`src/rtl/led_bounce_monitor.sv`:
```
// Receive-side checker for the 8-LED bounce effect: tracks lit position and direction, counts bounces and violations.
// Optional feature macro LED_MON_HOLD_OK_EN: a repeated sample in TRACK is accepted as a stall instead of a violation.
module led_bounce_monitor #(
  parameter int CNT_W = 8
) (
  input  logic             clk,
  input  logic             reset,
  input  logic [7:0]       led,
  input  logic             led_valid,
  output logic [2:0]       pos,
  output logic             dir,
  output logic             locked,
  output logic             err,
  output logic [CNT_W-1:0] bounce_cnt,
  output logic [CNT_W-1:0] err_cnt
);

  typedef enum logic [1:0] {
    SEARCH = 2'd0,
    ACQ    = 2'd1,
    TRACK  = 2'd2
  } state_t;

  state_t           state_q, state_d;
  logic [2:0]       pos_q, pos_d;
  logic             dir_q, dir_d;
  logic             err_q, err_d;
  logic [CNT_W-1:0] bounce_cnt_q, bounce_cnt_d;
  logic [CNT_W-1:0] err_cnt_q, err_cnt_d;

  logic       onehot;
  logic [2:0] idx;
  logic       step_up;
  logic       step_down;
  logic       at_end;
  logic [2:0] exp_idx;

  // Adjacency is compared at 4 bits so pos 7 / pos 0 never wrap into a false neighbour.
  always_comb begin
    onehot = (led != 8'd0) && ((led & (led - 8'd1)) == 8'd0);
    idx = 3'd0;
    for (int i = 0; i < 8; i++) begin
      if (led[i]) idx = 3'(i);
    end
    step_up   = ({1'b0, idx} == ({1'b0, pos_q} + 4'd1));
    step_down = (({1'b0, idx} + 4'd1) == {1'b0, pos_q});
    if (!dir_q) begin
      at_end  = (pos_q == 3'd7);
      exp_idx = at_end ? 3'd6 : pos_q + 3'd1;
    end else begin
      at_end  = (pos_q == 3'd0);
      exp_idx = at_end ? 3'd1 : pos_q - 3'd1;
    end
  end

  always_comb begin
    state_d      = state_q;
    pos_d        = pos_q;
    dir_d        = dir_q;
    err_d        = 1'b0;
    bounce_cnt_d = bounce_cnt_q;
    err_cnt_d    = err_cnt_q;
    if (led_valid) begin
      case (state_q)
        SEARCH: begin
          if (onehot) begin
            pos_d   = idx;
            state_d = ACQ;
          end
        end
        ACQ: begin
          if (!onehot) begin
            state_d = SEARCH;
          end else begin
            pos_d = idx;
            if (step_up) begin
              dir_d   = 1'b0;
              state_d = TRACK;
            end else if (step_down) begin
              dir_d   = 1'b1;
              state_d = TRACK;
            end
          end
        end
        TRACK: begin
          if (onehot && (idx == exp_idx)) begin
            pos_d = idx;
            if (at_end) begin
              dir_d        = ~dir_q;
              bounce_cnt_d = bounce_cnt_q + CNT_W'(1);
            end
          end
`ifdef LED_MON_HOLD_OK_EN
          else if (onehot && (idx == pos_q)) begin
            state_d = TRACK;
          end
`endif
          else begin
            err_d = 1'b1;
            if (err_cnt_q != {CNT_W{1'b1}}) err_cnt_d = err_cnt_q + CNT_W'(1);
            if (onehot) begin
              pos_d   = idx;
              state_d = ACQ;
            end else begin
              state_d = SEARCH;
            end
          end
        end
        default: state_d = SEARCH;
      endcase
    end
  end

  always_ff @(posedge clk) begin
    if (reset) begin
      state_q      <= SEARCH;
      pos_q        <= 3'd0;
      dir_q        <= 1'b0;
      err_q        <= 1'b0;
      bounce_cnt_q <= '0;
      err_cnt_q    <= '0;
    end else begin
      state_q      <= state_d;
      pos_q        <= pos_d;
      dir_q        <= dir_d;
      err_q        <= err_d;
      bounce_cnt_q <= bounce_cnt_d;
      err_cnt_q    <= err_cnt_d;
    end
  end

  assign pos        = pos_q;
  assign dir        = dir_q;
  assign locked     = (state_q == TRACK);
  assign err        = err_q;
  assign bounce_cnt = bounce_cnt_q;
  assign err_cnt    = err_cnt_q;

endmodule

```
`config.mk`:
```
export PLATFORM = sky130hd
export DESIGN_NAME = led_bounce_monitor
export DESIGN_NICKNAME = d
export VERILOG_FILES = /design/src/rtl/led_bounce_monitor.sv
export SDC_FILE = /design/constraint.sdc
export NUM_CORES = 1
export LEC_CHECK = 0
export BUFFER_PORTS_ARGS = -buffer_cell sky130_fd_sc_hd__buf_2
export CAP_MARGIN = 20
export CORE_ASPECT_RATIO = 2
export CORE_UTILIZATION = 58
export CTS_CLUSTER_DIAMETER = 100
export DETAILED_ROUTE_END_ITERATION = 10
export PLACE_DENSITY = 0.88
export SLEW_MARGIN = 0
export SYNTH_ARGS = -nofsm -noshare
export SYNTH_HDL_FRONTEND = slang
export SYNTH_SLANG_ARGS = --single-unit
```
`constraint.sdc`:
```
create_clock -name clk -period 3.8 [get_ports clk]
set_input_delay 0.19 -clock clk [delete_from_list [all_inputs] [get_ports clk]]
set_output_delay 0.19 -clock clk [all_outputs]
set_load 0.02 [all_outputs]
```
==> flow_metrics.py <==
metrics = {
    "detailed_routing": {
        "vias": 1565,
        "drt-initial-drc-count": 46,
        "routedWlPerCell_um": 13.9,
        "drc": 0,
        "wirelength_mm": 3.61,
        "drt_pass1_iterations": 4,
        "drtAntennaViolNets": 0,
        "viasPerCell": 6.02,
    },
    "sta": {
        "final-max-slew-violation-count": 0,
        "fmax_mhz": 358,
        "relSlewSlack_pct": 52.3,
        "fin_crit_sh_pct": 73.6,
        "fin_crit_ns": 2.80,
        "worst_pin_slew_ns": 0.710,
        "rsz0062_at_grt": "false",
        "hold_viol_final": 0,
        "skew_ns": 0.00420,
        "fin_tns_setup_ns": 0,
        "setup_viol": 0,
    },
    "power": {
        "swShare_pct": 24.7,
        "intPower_uw": 335,
        "seq_power_share_pct": 54.3,
        "p_clk_share_pct": 33.5,
        "worst_ir_drop_vdd_v": 0.000158,
        "power_density_mw_per_mm2": 234,
        "cellLeakagePower_uw": 0.000779,
        "netSwitchingPower_uw": 110,
        "pwr-share-comb_pct": 12.1,
    },
    "floorplan": {
        "die_w_um": 40.4,
        "row_count": 27,
        "fp.dieArea_mm2": 0.00319,
        "initial_core_util_pct": 61.8,
        "die-height_um": 78.9,
        "core-area_mm2": 0.00277,
        "io_pins": 33,
    },
    "placement": {
        "gp_congestion": 0.833,
        "dpl.hpwl_mm": 2.76,
        "dpl_cell_area_mm2": 0.00186,
        "portBuffers": 32,
    },
    "logic_synthesis": {
        "ys_seq_area_share_pct": 26.9,
        "synthArstFlopShare_pct": 0,
        "syn_inst": 203,
        "syn_nets": 223,
        "synth_top_area_share_pct": 26.9,
        "synth.avg_cell_area_um2": 8.44,
        "synth-seq-cells": 23,
        "yosys.area.top_type": "dfxtp_1",
        "synth_common_cells": "23 x dfxtp_1, 20 x nor2_1, 16 x a21oi_1",
        "synth_top_flop_cell": "dfxtp_1",
        "yosysUniqueCellTypes": 50,
        "ys_top_cells_by_area": "dfxtp_1 27%, ha_1 6.6%, mux2_2 5.3%",
        "netlist_area_mm2": 0.00171,
        "yosys.cell_count.top_type": "dfxtp_1",
        "synth_warnings": 0,
        "synth_edf_count": 0,
    },
    "worst_setup_path": {
        "path_class": "reg -> reg",
        "required_ns": 3.95,
        "crit_arrival_ns": 2.95,
        "end_kind": "flip-flop",
        "cp_max_fo": 14,
        "start_kind": "flip-flop",
    },
    "clock_tree": {
        "cts-resized-gates": 0,
        "cts_buffers": 3,
        "postCtsSetupBuffers": 0,
        "htreeDepth": 1,
        "cts_sinks": 23,
        "cts_tree": "yes",
        "cts_hold_buf": 0,
        "path_clk_slew_ns": 0.08,
        "cts-root-buf": "clkbuf_8",
        "clk_latency_ns": 0.26,
        "cts_buffer_depth": 2,
    },
    "global_route": {
        "grt_pass1_vias": 1420,
        "grt-ovfl-total": 0,
        "grtUsageTotal_pct": 24.8,
        "grt_max_degree": 36,
        "antenna_found_initial": 0,
        "grt_pass1_wl_mm": 5.80,
    },
    "layout": {
        "diodes": 0,
        "syn_to_final_growth_pct": 11.1,
        "drive_gt1_share_pct": 25.1,
        "final_nets": 252,
        "utilization_pct": 68.7,
        "final_area_mm2": 0.00190,
    },
    "hold_path": {
        "hp-class": "in -> reg",
    },
    "run_status": {
        "status": "completed",
    },
    "run": {
        "max_cap_violations": 0,
    },
}
[layer usage]
layer	GRT usage, %	vias up	wire (um)
met4	8.67	0	27
met1	26.2	734	1450
li1	-	799	-
met3	1.96	2	72
met5	0	-	0
met2	45.9	30	2060
[critical path: stages (launching register included)]
cell      delay (ns)
dfxtp_1         0.36
inv_1           0.15
ha_1            0.23
inv_1           0.06
ha_1            0.17
and2_1          0.16
or3_4           0.38
a211oi_2        0.29
nand2_2         0.22
nor4_4          0.33
mux2_1          0.33
[logic make-up after synthesis]
family,count (synthesis),share of synthesized area (%)
AOI/OAI and AO/OA,45,19.2
xor gates and xnor gates,7,3.58
adders and majority gates,9,6.57
buffers and inverters,17,4.97
DFF,23,26.9
muxes,15,9.42
and+or+nand+nor,87,29.4
[stage by stage]
stage	hold slack (ns)	power, uW	instances	setup slack [ns]
after CTS	0.291	448	260	0.985
after global placement	0.467	300	256	1.02
after floorplan	0.376	286	203	1.13
after global routing	0.328	463	260	0.816
after detailed placement	0.481	301	256	0.998
final	0.309	445	260	1.00
[layout make-up]
class	count	area, um^2
multi-input cells	163	1170
clock buffers	4	45.0
repair buffers	32	160
inverters	9	33.8
fillers	253	867
flip-flops and latches	23	460
well taps	29	36.3
[path summary, 6_finish.rpt]
kind | startpoint | to | slack (ns) | cells past startpoint
setup reg to reg | flip-flop | bounce_cnt[5]$_SDFFE_PP0P_ | 1.00 | 10
hold reg to reg | bounce_cnt[7]$_SDFFE_PP0P_ | bounce_cnt[7]$_SDFFE_PP0P_ | 0.49 | 2
hold / removal | led_valid | state_q[0]$_SDFFE_PP0P_ | 0.31 | 3
setup / recovery | flip-flop | bounce_cnt[5]$_SDFFE_PP0P_ | 1.00 | 10
[power by group through the flow]
stage / logic (uW) / registers (uW) / clock network (uW)
after floorplan: 38.1 / 248 / 0
after global placement: 51.9 / 248 / 0
after detailed placement: 53.2 / 248 / 0
after CTS: 53.5 / 242 / 153
after global routing: 59.9 / 242 / 161
final: 54.1 / 242 / 149
[cell usage in the layout, fill, tap and decap left out, drive strengths merged, types with 9 or more instances in the layout]
cell	instances
a21oi	16
buf	32
dfxtp	23
ha	9
inv	9
mux2	9
nand2	11
nor2	20
nor2b	10
nor3	11
(Power assumes the default switching activity.)
